File: config.mk
export PLATFORM = sky130hd
export DESIGN_NAME = muldiv_issue
export DESIGN_NICKNAME = d
export VERILOG_FILES = /design/src/rtl/muldiv_issue.sv
export SDC_FILE = /design/constraint.sdc
export NUM_CORES = 1
export LEC_CHECK = 0
export BUFFER_PORTS_ARGS = -buffer_cell sky130_fd_sc_hd__buf_2
export CORE_ASPECT_RATIO = 1.25
export CORE_UTILIZATION = 40
export CTS_CLUSTER_SIZE = 40
export DETAILED_ROUTE_END_ITERATION = 8
export PLACE_DENSITY = 0.7
export SKIP_CTS_REPAIR_TIMING = 1
export SYNTH_ARGS = -nofsm -noshare
export SYNTH_HDL_FRONTEND = slang
export SYNTH_SLANG_ARGS = --single-unit
File: constraint.sdc
create_clock -name clk -period 2.33 [get_ports clk]
set_input_delay 0.233 -clock clk [delete_from_list [all_inputs] [get_ports clk]]
set_output_delay 0.233 -clock clk [all_outputs]
set_load 0.02 [all_outputs]
File: src/rtl/muldiv_issue.sv
`default_nettype none
// ============================================================================
// Module   : muldiv_issue
// Purpose  : EX-stage issue side of the multicycle multiply/divide unit.
//            Decodes HI/LO-class requests, drives start/annul/operands to
//            the arithmetic unit, stalls the pipe while it works, and commits
//            the 64-bit result into HI/LO. Handles MTHI/MTLO, divide-by-zero
//            bypass, flush and a ready-timeout watchdog.
// Revision : 1.0 - initial release
// ============================================================================
module muldiv_issue #(
  parameter int TIMEOUT = 40
) (
  input  logic        clk,
  input  logic        rst,
  input  logic        req_valid_i,
  input  logic [2:0]  op_i,
  input  logic [31:0] rs_data_i,
  input  logic [31:0] rt_data_i,
  input  logic        flush_i,
  output logic        stall_o,
  output logic        done_o,
  output logic        err_o,
  output logic [31:0] hi_o,
  output logic [31:0] lo_o,
  output logic        md_start_o,
  output logic        md_annul_o,
  output logic        md_sel_mul_div_o,
  output logic        md_signed_o,
  output logic [31:0] md_opdata1_o,
  output logic [31:0] md_opdata2_o,
  input  logic [63:0] md_result_i,
  input  logic        md_ready_i
);

  localparam int                c_WD_W    = $clog2(TIMEOUT + 1);
  localparam logic [c_WD_W-1:0] c_WD_LAST = c_WD_W'(TIMEOUT - 1);
  localparam logic [c_WD_W-1:0] c_WD_ONE  = c_WD_W'(1);
  localparam logic [2:0]        c_OP_MTHI = 3'b100;
  localparam logic [2:0]        c_OP_MTLO = 3'b101;

  typedef enum logic [0:0] {
    S_IDLE = 1'b0,
    S_BUSY = 1'b1
  } state_t;

  state_t              r_state;
  state_t              w_state_nxt;

  logic                r_done;
  logic                r_err;
  logic [31:0]         r_hi;
  logic [31:0]         r_lo;
  logic                r_start;
  logic                r_annul;
  logic                r_sel;
  logic                r_signed;
  logic [31:0]         r_op1;
  logic [31:0]         r_op2;
  logic [c_WD_W-1:0]   r_wdog;

  logic                w_is_md;
  logic                w_div0;
  logic                w_req;
  logic                w_issue;
  logic                w_div0_ret;
  logic                w_mthi;
  logic                w_mtlo;
  logic                w_timeout;
  logic                w_abort;
  logic                w_commit;

  // Request decode, retire/abort conditions, next state and the stall output
  always_comb begin
    w_is_md     = ~op_i[2];
    w_div0      = op_i[1] & (rt_data_i == 32'd0);
    w_req       = req_valid_i & ~flush_i & (r_state == S_IDLE);
    w_issue     = w_req & w_is_md & ~w_div0;
    w_div0_ret  = w_req & w_is_md & w_div0;
    w_mthi      = w_req & (op_i == c_OP_MTHI);
    w_mtlo      = w_req & (op_i == c_OP_MTLO);
    // Ready on the last watchdog cycle still commits; only a missing ready times out
    w_timeout   = (r_state == S_BUSY) & (r_wdog == c_WD_LAST) & ~md_ready_i;
    // Flush takes priority over a coincident ready
    w_abort     = (r_state == S_BUSY) & (flush_i | w_timeout);
    w_commit    = (r_state == S_BUSY) & md_ready_i & ~flush_i;

    w_state_nxt = r_state;
    case (r_state)
      S_IDLE:  if (w_issue) w_state_nxt = S_BUSY;
      S_BUSY:  if (w_commit | w_abort) w_state_nxt = S_IDLE;
      default: w_state_nxt = S_IDLE;
    endcase

    stall_o = w_issue | ((r_state == S_BUSY) & ~md_ready_i & ~flush_i);
  end

  // State register
  always_ff @(posedge clk or negedge rst) begin
    if (!rst) begin
      r_state <= S_IDLE;
    end else begin
      r_state <= w_state_nxt;
    end
  end

  // Unit controls, latched operands, HI/LO, status pulses and watchdog
  always_ff @(posedge clk or negedge rst) begin
    if (!rst) begin
      r_done   <= 1'b0;
      r_err    <= 1'b0;
      r_hi     <= 32'd0;
      r_lo     <= 32'd0;
      r_start  <= 1'b0;
      r_annul  <= 1'b0;
      r_sel    <= 1'b0;
      r_signed <= 1'b0;
      r_op1    <= 32'd0;
      r_op2    <= 32'd0;
      r_wdog   <= '0;
    end else begin
      r_done  <= w_mthi | w_mtlo | w_div0_ret | w_commit;
      r_annul <= w_abort;

      if (w_timeout) begin
        r_err <= 1'b1;
      end

      // Operands and controls only change on issue, so they stay frozen in BUSY
      if (w_issue) begin
        r_start  <= 1'b1;
        r_sel    <= ~op_i[1];
        r_signed <= ~op_i[0];
        r_op1    <= rs_data_i;
        r_op2    <= rt_data_i;
      end else if (w_commit | w_abort) begin
        r_start  <= 1'b0;
      end

      if (w_mthi) begin
        r_hi <= rs_data_i;
      end
      if (w_mtlo) begin
        r_lo <= rs_data_i;
      end
      if (w_commit) begin
        r_hi <= md_result_i[63:32];
        r_lo <= md_result_i[31:0];
      end

      // Watchdog counts BUSY cycles and always re-enters BUSY from zero
      if ((r_state == S_BUSY) && !(w_commit | w_abort)) begin
        r_wdog <= r_wdog + c_WD_ONE;
      end else begin
        r_wdog <= '0;
      end
    end
  end

  assign done_o           = r_done;
  assign err_o            = r_err;
  assign hi_o             = r_hi;
  assign lo_o             = r_lo;
  assign md_start_o       = r_start;
  assign md_annul_o       = r_annul;
  assign md_sel_mul_div_o = r_sel;
  assign md_signed_o      = r_signed;
  assign md_opdata1_o     = r_op1;
  assign md_opdata2_o     = r_op2;

endmodule
`default_nettype wire

==> flow_metrics.tcl <==
set metrics [dict create \
    status "complete, but fails checks" \
    violations "DRC" \
    gp_congestion 0.828 \
    maxSlewViolCount 0 \
    power-per-cell-area_nw_per_um2 1050 \
    path_clk_slew_ns 0.06 \
    power.share.combinational_pct 27.3 \
    timing.slew.headroom_pct 57.8 \
    whs_ns 0.0551 \
    overflow 0 \
    final_common_cell "buf_2" \
    die_height_um 139 \
    start_util_pct 41.2 \
    drv_cap 0 \
    cp.required_ns 2.10 \
    power_switching_mw 2.71 \
    synth-seq-cells 141 \
    p_clk_share_pct 33.8 \
    total_leakage_power_nw 4.17 \
    post-route-period-util_pct 96.8 \
    hpwlAfterDp_mm 11.6 \
    ys_types 34 \
    synthMuxAreaShare_pct 20.8 \
    syn_area_um2 5990 \
    netSwitchingFraction_pct 31.7 \
    ios 271 \
    layout.nets 891 \
    dr.pass1.iters 6 \
    slowest_delay_ns 0.45 \
    vdd_drop_max_uv 553 \
    setup_viol 0 \
    seq_power_share_pct 38.9 \
    placed_cells 911 \
    postLayoutCoreUtil_pct 56.4 \
    worst-r2r-cell-count 5 \
    fin_crit_ns 2.26 \
    finalWirelength_mm 15.9 \
    hold-path-cell-count 2 \
    syn-num-nets 619 \
    path_cells "or3b_4 > nor2_4 > o31ai_4 > buf_12 > nand2_1 > buf_2" \
    htreeDepth 4 \
    hold_path_class "primary input to flop" \
    p_int_mw 5.85 \
    clk-insertion-delay-late_ns 0.42 \
    synth-main-ff-cell "dfrtp_1" \
    vias_per_cell 5.10 \
    seq_area_frac_synth_pct 58.9 \
    wl_per_cell_um 16.8 \
    cts_tree "done" \
    synth_top_family_by_area "multiplexers" \
    grt_max_degree 73 \
    diodes 0 \
    netlist_instances 482 \
    path_depth 6 \
    drive_gt1_share_pct 48.2 \
    syn_to_final_growth_pct 36.8 \
    post-route-drc-count 32 \
    rows 49 \
    finalHoldViolations 0 \
    worst-path-max-fanout 38 \
    num_vias 4810 \
    worst_pin_slew_ns 0.633 \
    crit_path_start_kind "flop" \
    finClkSkew_ns 0.00761 \
    numCtsBuffers 17 \
    cts_root_buffer "clkbuf_16" \
    crit_arrival_ns 2.02 \
    antenna_found_initial 0 \
    cp_num_buf_inv 2 \
    final_cell_mix "buf_2, dfrtp_1, nor2_1" \
    grt_pass1_vias 4975 \
    cts_buffer_depth 2 \
    synthAdderAreaFrac_pct 0.209 \
    cts.sinks 141 \
    synth_edf_count 0 \
    synth_warnings 0 \
    core-area_um2 14500 \
    async_flop_share_pct 100 \
    final_cells 944 \
    synth_xor_area_share_pct 0.585 \
    grt.total_usage_pct 21.2 \
    grt_pass1_wl_mm 25.3 \
    endpoint_kind "output port" \
    cp_slowest_cell "or3b_4" \
    drtIter0Drc 212 \
    fp.dieW_um 111 \
    avgSynthCellArea_um2 12.4 \
    dieArea_um2 15500 \
    portBuffers 270 \
    crit_type "flop to output port" \
    synth_compound_area_share_pct 7.90 \
    synthSimpleGateAreaFrac_pct 8.21 \
    final_antenna_net_count 0 \
    fmax_ghz 0.443 \
    critical_path.top_delay_family "simple AND/OR/NAND/NOR gates" \
]
## synthesized netlist by cell type (2+ instances only)
library cell	count	area share, %
nand4_1	2	0.21
a22o_1	11	1.6
buf_2	3	0.25
a21oi_1	64	5.4
nor2_1	77	4.8
mux2i_1	65	11
nand3_1	3	0.25
inv_1	3	0.19
nor4_1	7	0.73
buf_6	9	1.7
nand3b_1	3	0.38
clkbuf_1	15	0.94
dfrtp_1	141	59
nand2_1	4	0.25
nand2b_1	3	0.31
xor2_1	2	0.29
mux2_2	52	9.8
xnor2_1	2	0.29
## cells by family (layout without fill, tap and decap cells)
kind of cell	count (synthesis)	in the layout
buffers and inverters	31	315
DFF	141	141
and+or+nand+nor	106	106
muxes	118	118
adders and majority gates	1	1
AOI/OAI and AO/OA	81	81
xor gates and xnor gates	4	4
## per-layer routing
layer	global-route usage [%]	routed length, um	share of wire (%)
met1	22.7	5880	37
met2	38.1	8490	54
met3	5.33	964	6.1
met4	11.8	532	3.4
met5	0	0	0
## registers in the layout (all words and copies together) (netlist names)
name,cells
done_o,1
err_o,1
hi_o,32
lo_o,32
md_annul_o,1
md_opdata1_o,32
md_opdata2_o,32
md_sel_mul_div_o,1
md_signed_o,1
md_start_o,1
r_state,1
r_wdog,6
## power groups by stage
stage	logic (mW)	registers [mW]	clock network (mW)
final	2.34	3.33	2.89
after global routing	2.50	3.40	3.06
after CTS	2.36	3.33	2.95
after detailed placement	2.36	3.37	0
after global placement	2.31	3.34	0
after floorplan	0.635	4.09	0
## area by class of cell
| type | instances | area [um^2] |
|---|---|---|
| fill | 1246 | 6340 |
| sequential | 141 | 3530 |
| multi-input combinational | 310 | 2270 |
| timing repair buffer | 281 | 1520 |
| clock buffer | 21 | 480 |
| tap | 178 | 223 |
| clock inverter | 10 | 161 |
| inverter | 3 | 11.3 |
## per-stage QoR
stage | setup slack, ns | setup TNS (ns) | total power, mW | area [um^2]
after floorplan | 0.411 | 0 | 4.72 | 5990
after global placement | 0.211 | 0 | 5.65 | 7520
after detailed placement | 0.0519 | 0 | 5.73 | 7520
after CTS | -0.130 | -0.130 | 8.64 | 8160
after global routing | -0.0107 | -0.0107 | 8.97 | 8190
final | 0.0747 | 0 | 8.56 | 8190
## final timing paths
| path | slack, ns | start | to |
|---|---|---|---|
| max | 0.07 | r_state$_DFF_PN0_ | stall_o |
| min | 0.06 | rt_data_i[21] | md_opdata2_o[21]$_DFFE_PN0P_ |
| max reg2reg | 0.38 | r_state$_DFF_PN0_ | hi_o[28]$_DFFE_PN0P_ |
| min reg2reg | 0.47 | r_wdog[0]$_DFF_PN0_ | r_wdog[0]$_DFF_PN0_ |
| max in group asynchronous | 1.25 | rst | md_opdata1_o[15]$_DFFE_PN0P_ |
| min in group asynchronous | 0.30 | rst | lo_o[11]$_DFFE_PN0P_ |
Power figures use the tool's default switching activity.
